File: src/rtl/button_conditioner.sv
// Per-button conditioning for the raw pad inputs: two-flop synchronizer, counter debouncer,
// registered press/release pulses and a hold-to-repeat pulse train. Channels are independent.
module button_conditioner #(
  parameter int N_BTN           = 5,
  parameter int DEBOUNCE_CYCLES = 1_000_000,
  parameter int HOLD_CYCLES     = 50_000_000,
  parameter int REPEAT_CYCLES   = 10_000_000
) (
  input  logic             clk,
  input  logic             reset,
  input  logic [N_BTN-1:0] btn_raw,
  output logic [N_BTN-1:0] btn_level,
  output logic [N_BTN-1:0] btn_press,
  output logic [N_BTN-1:0] btn_release,
  output logic [N_BTN-1:0] btn_repeat
);

  localparam int DW   = (DEBOUNCE_CYCLES > 1) ? $clog2(DEBOUNCE_CYCLES) : 1;
  localparam int HMAX = (HOLD_CYCLES > REPEAT_CYCLES) ? HOLD_CYCLES : REPEAT_CYCLES;
  localparam int HW   = $clog2(HMAX + 1);

  localparam logic [DW-1:0] DB_LAST     = DW'(DEBOUNCE_CYCLES - 1);
  localparam logic [HW-1:0] HOLD_LAST   = HW'(HOLD_CYCLES - 1);
  localparam logic [HW-1:0] HOLD_RELOAD = HW'(HOLD_CYCLES - REPEAT_CYCLES);

  logic [N_BTN-1:0] sync1_q, sync2_q;
  logic [N_BTN-1:0] level_q, level_d;
  logic [N_BTN-1:0] level_dly_q;
  logic [N_BTN-1:0] press_q, press_d;
  logic [N_BTN-1:0] release_q, release_d;
  logic [N_BTN-1:0] repeat_q, repeat_d;
  logic [N_BTN-1:0] toggle_s;
  logic [DW-1:0]    db_cnt_q   [N_BTN];
  logic [DW-1:0]    db_cnt_d   [N_BTN];
  logic [HW-1:0]    hold_cnt_q [N_BTN];
  logic [HW-1:0]    hold_cnt_d [N_BTN];

  // Debounce and hold-counter next state for every channel
  always_comb begin
    db_cnt_d   = db_cnt_q;
    hold_cnt_d = hold_cnt_q;
    toggle_s   = '0;
    repeat_d   = '0;
    for (int i = 0; i < N_BTN; i++) begin
      if (sync2_q[i] == level_q[i]) begin
        db_cnt_d[i] = '0;
      end else if (db_cnt_q[i] == DB_LAST) begin
        db_cnt_d[i] = '0;
        toggle_s[i] = 1'b1;
      end else begin
        db_cnt_d[i] = db_cnt_q[i] + 1'b1;
      end

      // A release on the same edge as a due repeat clears the counter and suppresses the pulse
      if (!level_q[i] || toggle_s[i]) begin
        hold_cnt_d[i] = '0;
      end else if (hold_cnt_q[i] == HOLD_LAST) begin
        hold_cnt_d[i] = HOLD_RELOAD;
        repeat_d[i]   = 1'b1;
      end else begin
        hold_cnt_d[i] = hold_cnt_q[i] + 1'b1;
      end
    end
  end

  assign level_d   = level_q ^ toggle_s;
  assign press_d   = level_q & ~level_dly_q;
  assign release_d = ~level_q & level_dly_q;

  // State and output registers
  always_ff @(posedge clk or negedge reset) begin
    if (!reset) begin
      sync1_q     <= '0;
      sync2_q     <= '0;
      level_q     <= '0;
      level_dly_q <= '0;
      press_q     <= '0;
      release_q   <= '0;
      repeat_q    <= '0;
      for (int i = 0; i < N_BTN; i++) begin
        db_cnt_q[i]   <= '0;
        hold_cnt_q[i] <= '0;
      end
    end else begin
      sync1_q     <= btn_raw;
      sync2_q     <= sync1_q;
      level_q     <= level_d;
      level_dly_q <= level_q;
      press_q     <= press_d;
      release_q   <= release_d;
      repeat_q    <= repeat_d;
      for (int i = 0; i < N_BTN; i++) begin
        db_cnt_q[i]   <= db_cnt_d[i];
        hold_cnt_q[i] <= hold_cnt_d[i];
      end
    end
  end

  assign btn_level   = level_q;
  assign btn_press   = press_q;
  assign btn_release = release_q;
  assign btn_repeat  = repeat_q;

endmodule

File: config.mk
export PLATFORM = sky130hd
export DESIGN_NAME = button_conditioner
export DESIGN_NICKNAME = d
export VERILOG_FILES = /design/src/rtl/button_conditioner.sv
export SDC_FILE = /design/constraint.sdc
export NUM_CORES = 1
export LEC_CHECK = 0
export BUFFER_PORTS_ARGS = -buffer_cell sky130_fd_sc_hd__buf_2
export CORE_ASPECT_RATIO = 1.1
export CORE_MARGIN = 1
export CORE_UTILIZATION = 55
export DETAILED_ROUTE_END_ITERATION = 7
export PLACE_DENSITY = 0.7
export SYNTH_ARGS = -nofsm -noshare
export SYNTH_HDL_FRONTEND = slang
export SYNTH_SLANG_ARGS = --single-unit
File: constraint.sdc
create_clock -name clk -period 3.6 [get_ports clk]
set_input_delay 0.18 -clock clk [delete_from_list [all_inputs] [get_ports clk]]
set_output_delay 0.18 -clock clk [all_outputs]
set_load 0.02 [all_outputs]
* After elaboration in Yosys (flattened, before gate mapping)
Cells that the tools add are included.
Widths: inputs -> output; s select.
** Word-level totals
- Flip-flop bits (word level) :: 265
- Latch bits :: 0
- Bits in writable memories :: 0
- ROM bits :: 0
- Bits of input ports :: 7
- Output and inout bits :: 20
- Word-level logic and storage cells :: 97
- Memories :: 0
** Cells by class
- Add/sub/neg operators :: 10
- $mul :: 0
- Div/mod/pow operators :: 0
- Magnitude comparators :: 0
- Eq/ne operators :: 15
- Shift-type cells :: 0
- Muxes and demuxes :: 40
- Bitwise logic cells :: 5
- Reductions and logical operators :: 10
** Operators with widths (count)
- $mux 26 :: 10
- $mux 20 :: 10
- $add 26x1->26 const B :: 5
- $eq 26x26->1 const B :: 5
- $add 20x1->20 const B :: 5
- $eq 20x20->1 const B :: 5
- $mux 1 :: 20
- $and 5x5->5 :: 2
- $not 5->5 :: 2
- $eq 1x1->1 :: 5
- $logic_not 1->1 :: 5
- $logic_or 1x1->1 :: 5
- $xor 5x5->5 :: 1

* Depth between registers and ports, before layout
Gate-level depths: netlist of the first run.
- Word-level depth :: 5
- Mapped depth :: 9
- Depth with buffers taken out :: 6

* Worst setup path before layout of the first run
Ideal clock, no wire load.
- Kind :: flip-flop to flip-flop
- From :: register db_cnt_q[66] (netlist bit)
- To :: register db_cnt_q[72] (netlist bit)
- Setup time :: 0.119 ns
- Arrival time :: 1.860 ns
- Data required time :: 3.481 ns
- Setup slack :: 1.621 ns
- Cell stages (with the launch flop) :: 8
- Path buffers :: 2
- Clock period less this slack :: 1.979 ns
- Path through :: dfrtp_1 -> or4b_1 -> or4_1 -> nor2_1 -> or2_2 -> buf_4 -> buf_6 -> nor2_1
** RTL lines
- start: declaration :: line 33 : logic [DW-1:0] db_cnt_q [N_BTN];
- start signal: indexed assignment :: line 93 : db_cnt_q[i] <= db_cnt_d[i];

==> reports/qor.yml, run 1 <==
period_share: 0.679
drive_gt1_frac: 0.0719
internal-power_uw: 4700
io_buffers: 26
r2r.worst_path.cells: 5
vias_per_cell: 5.47
swShare: 0.214
fmax_ghz: 0.409
fillers: 1861
powerDensity_nw_per_um2: 433
drtPass1Iterations: 5
gp_congestion: 0.840
slowest_stage: "nand2b_1"
grt_overflow: 0
io_pins: 27
final_common_cell: "dfrtp_1"
totalWireLength_um: 22600
synth_warnings: 0
tightestPinTransition_ps: 1090
netlist_area_um2: 12400
syn_inst: 1233
dieArea_um2: 23200
synth_edf_count: 0
multi_input_area_um2: 5540
p_leak_uw: 0.00570
seqPwrFrac: 0.505
outcome: "finished clean"
drt_iter0_drc: 327
path_class: "flip-flop to flip-flop"
critPathMaxFanout: 17
stdcell_count: 1588
ys_ff_latch: 265
groute.usage.overall: 0.203
async_reset_ff_frac: 1.00
drtAntennaViolNets: 0
row_count: 57
cp-end-kind: "flip-flop"
area_growth_pct: 11.3
crit_path_start_kind: "flip-flop"
synth_cell_type_count: 45
ys.flop_type: "dfrtp_1"
period_needed_ps: 2440
grt_pass1_vias: 8756
yosysSeqAreaShare: 0.534
drc: 0
p_sw_uw: 1280
clock-root-buffer: "clkbuf_16"
clockBufferDepth: 3
clock_sinks: 265
final_hold_viol_count: 0
coreArea_um2: 22100
syn-num-nets: 1255
setup_viol: 0
post-cts-setup-buffers: 0
worstPathCellList: "or4b_1 > nor4_1 > a41o_1 > nand2b_1 > nor2_1"
relSlewSlack: 0.267
diodes: 0
htree_num_levels: 1
pwr-share-clk: 0.476
slowest_delay_ps: 560
place_hpwl_um: 14900
dp_cells: 1532
cts_made_buffers: 28
vdd_drop_max_uv: 365
worstPathArrival_ps: 2830
comb_power_share: 0.019
die_w_um: 145
required_ps: 3990
max-cap-violations: 0
cts_tree: "built"
rsz0062_at_grt: "no"
clk_latency_ps: 550
drv_slew: 0
layout.nets: 1295
grt_max_degree: 106
die_h_um: 160
cts.clk_slew.worst_paths_ps: 60
routedWlPerCell_um: 14.2
initial_utilization: 0.561
grt_pass1_wl_um: 40200
syn_avg_cell_area_um2: 10.1
hp-class: "input pin to async pin"
setup-tns-final_ps: 0
skew_ps: 17.6
final_cell_mix: "265 x dfrtp_1, 259 x nor2_1, 118 x xor2_1"
antenna_found_initial: 0
regArea_um2: 6630
num_vias: 8694
[kinds of logic after synthesis]
group / synth area share
xor gates and xnor gates: 0.148
muxes: 0.00363
adders and majority gates: 0.0151
buffers and inverters: 0.0202
DFF: 0.534
and+or+nand+nor: 0.267
AOI/OAI and AO/OA: 0.0117
[state kept, by name (all words and copies together), names as in the netlist, named ones only]
signal,flops
btn_press,5
btn_release,5
btn_repeat,5
db_cnt_q,100
hold_cnt_q,130
level_dly_q,5
sync1_q,5
sync2_q,5
[metal layers]
metal	track usage	share of wire
met2	0.351	0.49
met1	0.269	0.46
met4	0.0584	0.019
met3	0.0275	0.028
met5	0	0
[cell type report]
class / count / area share
Clock buffer: 39 / 0.0596
Clock inverter: 11 / 0.00770
Timing Repair Buffer: 37 / 0.0190
Sequential cell: 265 / 0.480
Tap cell: 295 / 0.0267
Inverter: 23 / 0.00625
Multi-Input combinational cell: 918 / 0.401
[path summary, 6_finish.rpt]
check / end / slack (ps) / startpoint
worst max-delay path: hold_cnt_q[19]$_DFF_PN0_ / 1160 / db_cnt_q[15]$_DFF_PN0_
min in group clk: sync1_q[1]$_DFF_PN0_ / 280 / btn_raw[1]
worst min-delay path: db_cnt_q[17]$_DFF_PN0_ / 190 / reset
worst min register to register: sync2_q[4]$_DFF_PN0_ / 350 / sync1_q[4]$_DFF_PN0_
max in group asynchronous: hold_cnt_q[105]$_DFF_PN0_ / 2510 / reset
worst max register to register: hold_cnt_q[19]$_DFF_PN0_ / 1160 / db_cnt_q[15]$_DFF_PN0_
[repair_timing]
item | 4_1_cts | 5_1_grt
hold buffers | 6 | 0
resized for setup | 0 | 0
hold endpoints to repair | 71 | 0
endpoints found under the setup margin | 0 | 0
[through the flow]
stage                     total power (µW)  worst slack (ps)  utilization  cell area [µm²]  hold WS (ps)
after floorplan                       3110              1620            -            12400          -116
after global placement                3190              1140        0.580            12800           163
after detailed placement              3190              1090        0.580            12800           164
after CTS                             6070              1080        0.625            13800           203
after global routing                  6200               884        0.625            13800           237
final                                 5980              1160        0.625            13800           187
[critical path: cells and delay by family (launching register included)]
| family | cells | cell delay [ps] |
|---|---|---|
| AO/OA/AOI/OAI | 1 | 450 |
| flip-flops | 1 | 400 |
| AND/OR/NAND/NOR | 4 | 1460 |
[synth_stat cells, drive strengths merged, types with 2 or more instances]
master	instances	area (µm²)
dfrtp	265	6630
nor2	259	972
xor2	118	1030
xnor2	92	806
nand3	91	468
nand2	70	263
nand4	67	419
nor4	33	206
and3	28	175
nor3	28	140
inv	23	86.3
and4	21	184
buf	19	134
a21oi	15	75.1
ha	15	188
nor2b	11	68.8
or2	9	56.3
or4	9	71.3
clkbuf	8	30.0
o21ai	7	35.0
nor4b	6	52.6
or3	6	37.5
nand2b	5	33.8
and2	4	25.0
mux2	4	45.0
nand3b	4	30.0
nand4b	4	35.0
nor3b	2	15.0
or4b	2	20.0
[power by group through the flow]
stage               clock, µW  sequential (µW)  combinational (µW)
floorplan                   0             3070                42.2
global placement            0             3070                 114
detailed placement          0             3070                 117
CTS                      2920             3020                 122
global route             3040             3020                 137
finish                   2840             3020                 115
(Power assumes the default switching activity.)
==> run 2: changes to the inputs <==
==> constraint.sdc (replaced) <==
create_clock -name clk -period 2.4 [get_ports clk]
set_input_delay 0.12 -clock clk [delete_from_list [all_inputs] [get_ports clk]]
set_output_delay 0.12 -clock clk [all_outputs]
set_load 0.02 [all_outputs]
==> reports/qor.yml, run 2 (synthesized netlist as in run 1, its figures left out) <==
cts_made_buffers: 29  # +3.6%
place_hpwl_um: 15400  # +3.6%
io_buffers: 26  # unchanged
p_leak_uw: 0.00587  # +3.0%
final_cell_mix: "265 x dfrtp_1, 259 x nor2_1, 118 x xor2_1"
skew_ps: 13.3  # -4.26 ps
totalWireLength_um: 22800  # +1.0%
routedWlPerCell_um: 14.1  # -0.68%
grt_overflow: 0  # unchanged
clockBufferDepth: 3  # unchanged
regArea_um2: 6630  # unchanged
cp_top_family: "simple AND/OR/NAND/NOR gates"
critPathMaxFanout: 17  # unchanged
drtPass1Iterations: 4  # -1
path_buf_inv: 0  # unchanged
htree_num_levels: 1  # unchanged
pwr-share-clk: 0.491  # +0.015
num_vias: 8774  # +0.92%
relSlewSlack: 0.524  # +0.257
layout.nets: 1320  # +1.9%
path_class: "flip-flop to flip-flop"
fmax_ghz: 0.459  # +12%
r2r_start: "db_cnt_q[66]$_DFF_PN0_"
final_hold_viol_count: 0  # unchanged
power.total_uw: 9260  # +55%
row_count: 57  # unchanged
groute.usage.overall: 0.207  # +0.00325
die_h_um: 160  # unchanged
vdd_drop_max_uv: 609  # +67%
clock-root-buffer: "clkbuf_16"
area_growth_pct: 13.3
grt_max_degree: 63  # -41%
coreArea_um2: 22100  # unchanged
largest-register: "hold_cnt_q"
comb_power_share: 0.020  # about the same
grt_pass1_vias: 8852  # +1.1%
max-cap-violations: 0  # unchanged
drc: 0  # unchanged
setup-tns-final_ps: 0  # unchanged
clock_sinks: 265  # unchanged
largest_reg_flops: 130  # unchanged
p_sw_uw: 1890  # +48%
cts.clk_slew.worst_paths_ps: 60  # about the same
antenna_found_initial: 0  # unchanged
vias_per_cell: 5.43  # -0.77%
period_share: 0.907  # +0.228
worstPathCellList: "or4b_1 > or4_1 > o21ai_1 > nand2b_2 > nor2_1"
setup_viol: 0  # unchanged
fillers: 1816  # -2.4%
die_w_um: 145  # unchanged
drv_slew: 0  # unchanged
drt_iter0_drc: 330  # +0.92%
cp-end-kind: "flip-flop"
initial_utilization: 0.561  # unchanged
required_ps: 2800  # -1190 ps
worst-path-stages: 5  # unchanged
clk_latency_ps: 540  # about the same
r2r.worst_path.cells: 5  # unchanged
gp_congestion: 0.819  # -2.5%
period_needed_ps: 2180  # -266 ps
drive_gt1_frac: 0.0909  # +0.0190
dieArea_um2: 23200  # unchanged
hp-class: "input pin to async pin"
rsz0062_at_grt: "no"
seqPwrFrac: 0.489  # -0.016
tightestPinTransition_ps: 708  # -382 ps
swShare: 0.204  # -0.00968
reg2reg_to: "hold_cnt_q[97]$_DFF_PN0_"
powerDensity_nw_per_um2: 659  # +52%
slowest_stage: "or4b_1"
outcome: "finished clean"
reg_top3: "hold_cnt_q: 130 flops, db_cnt_q: 100 flops"
final_common_cell: "dfrtp_1"
diodes: 0  # unchanged
cts_tree: "built"
multi_input_area_um2: 5540  # unchanged
slowest_delay_ps: 510  # -50 ps
crit_path_start_kind: "flip-flop"
internal-power_uw: 7370  # +57%
drtAntennaViolNets: 0  # unchanged
grt_pass1_wl_um: 40700  # +1.3%
worstPathArrival_ps: 2580  # -250 ps
post-cts-setup-buffers: 0  # unchanged
io_pins: 27  # unchanged
r2r_slack_ps: 220  # -930 ps
[run 2: layer usage]
| layer | track usage | vias up | wire [µm] |
|---|---|---|---|
| met3 | 0.0298 | 31 | 739 |
| li1 | - | 4355 | - |
| met1 | 0.274 | 4283 | 10600 |
| met2 | 0.359 | 105 | 11100 |
| met5 | 0 | - | 0 |
| met4 | 0.0478 | 0 | 329 |
[run 2: power groups by stage]
stage | combinational [µW] | clock [µW] | sequential (µW)
floorplan | 63.2 | 0 | 4600
global route | 219 | 4860 | 4530
detailed placement | 185 | 0 | 4610
CTS | 195 | 4670 | 4530
global placement | 182 | 0 | 4610
finish | 184 | 4550 | 4530
[run 2: what timing repair did]
item,CTS,global route
setup endpoints to repair,0,0
hold endpoints to repair,237,0
gates resized for setup,0,0
hold buffers,6,0
[run 2: per-stage QoR]
| stage | util | cell area (µm²) | hold WS (ps) | setup slack, ps | instances |
|---|---|---|---|---|---|
| floorplan | - | 12400 | -176 | 421 | 1233 |
| global placement | 0.588 | 13000 | 88.4 | 307 | 1556 |
| detailed placement | 0.588 | 13000 | 85.8 | 198 | 1556 |
| CTS | 0.636 | 14100 | 118 | 196 | 1615 |
| global route | 0.636 | 14100 | 140 | 50.5 | 1615 |
| finish | 0.636 | 14100 | 89.3 | 223 | 1615 |
[run 2: layout make-up]
cell class              instances  area share
clock inverters                14      0.0124
clock buffers                  39      0.0585
repair buffers                 61      0.0315
inverters                      23     0.00614
well taps                     295      0.0262
multi-input cells             918       0.394
flip-flops and latches        265       0.471
[run 2: worst max-delay path by stage]
stage,startpoint,to,slack (ps)
after CTS,db_cnt_q[66]$_DFF_PN0_,hold_cnt_q[96]$_DFF_PN0_,200
final,db_cnt_q[66]$_DFF_PN0_,hold_cnt_q[97]$_DFF_PN0_,220
after floorplan,db_cnt_q[66]$_DFF_PN0_,db_cnt_q[72]$_DFF_PN0_,420
after detailed placement,db_cnt_q[66]$_DFF_PN0_,hold_cnt_q[94]$_DFF_PN0_,200
after global routing,db_cnt_q[66]$_DFF_PN0_,hold_cnt_q[96]$_DFF_PN0_,50
after global placement,db_cnt_q[66]$_DFF_PN0_,hold_cnt_q[93]$_DFF_PN0_,310
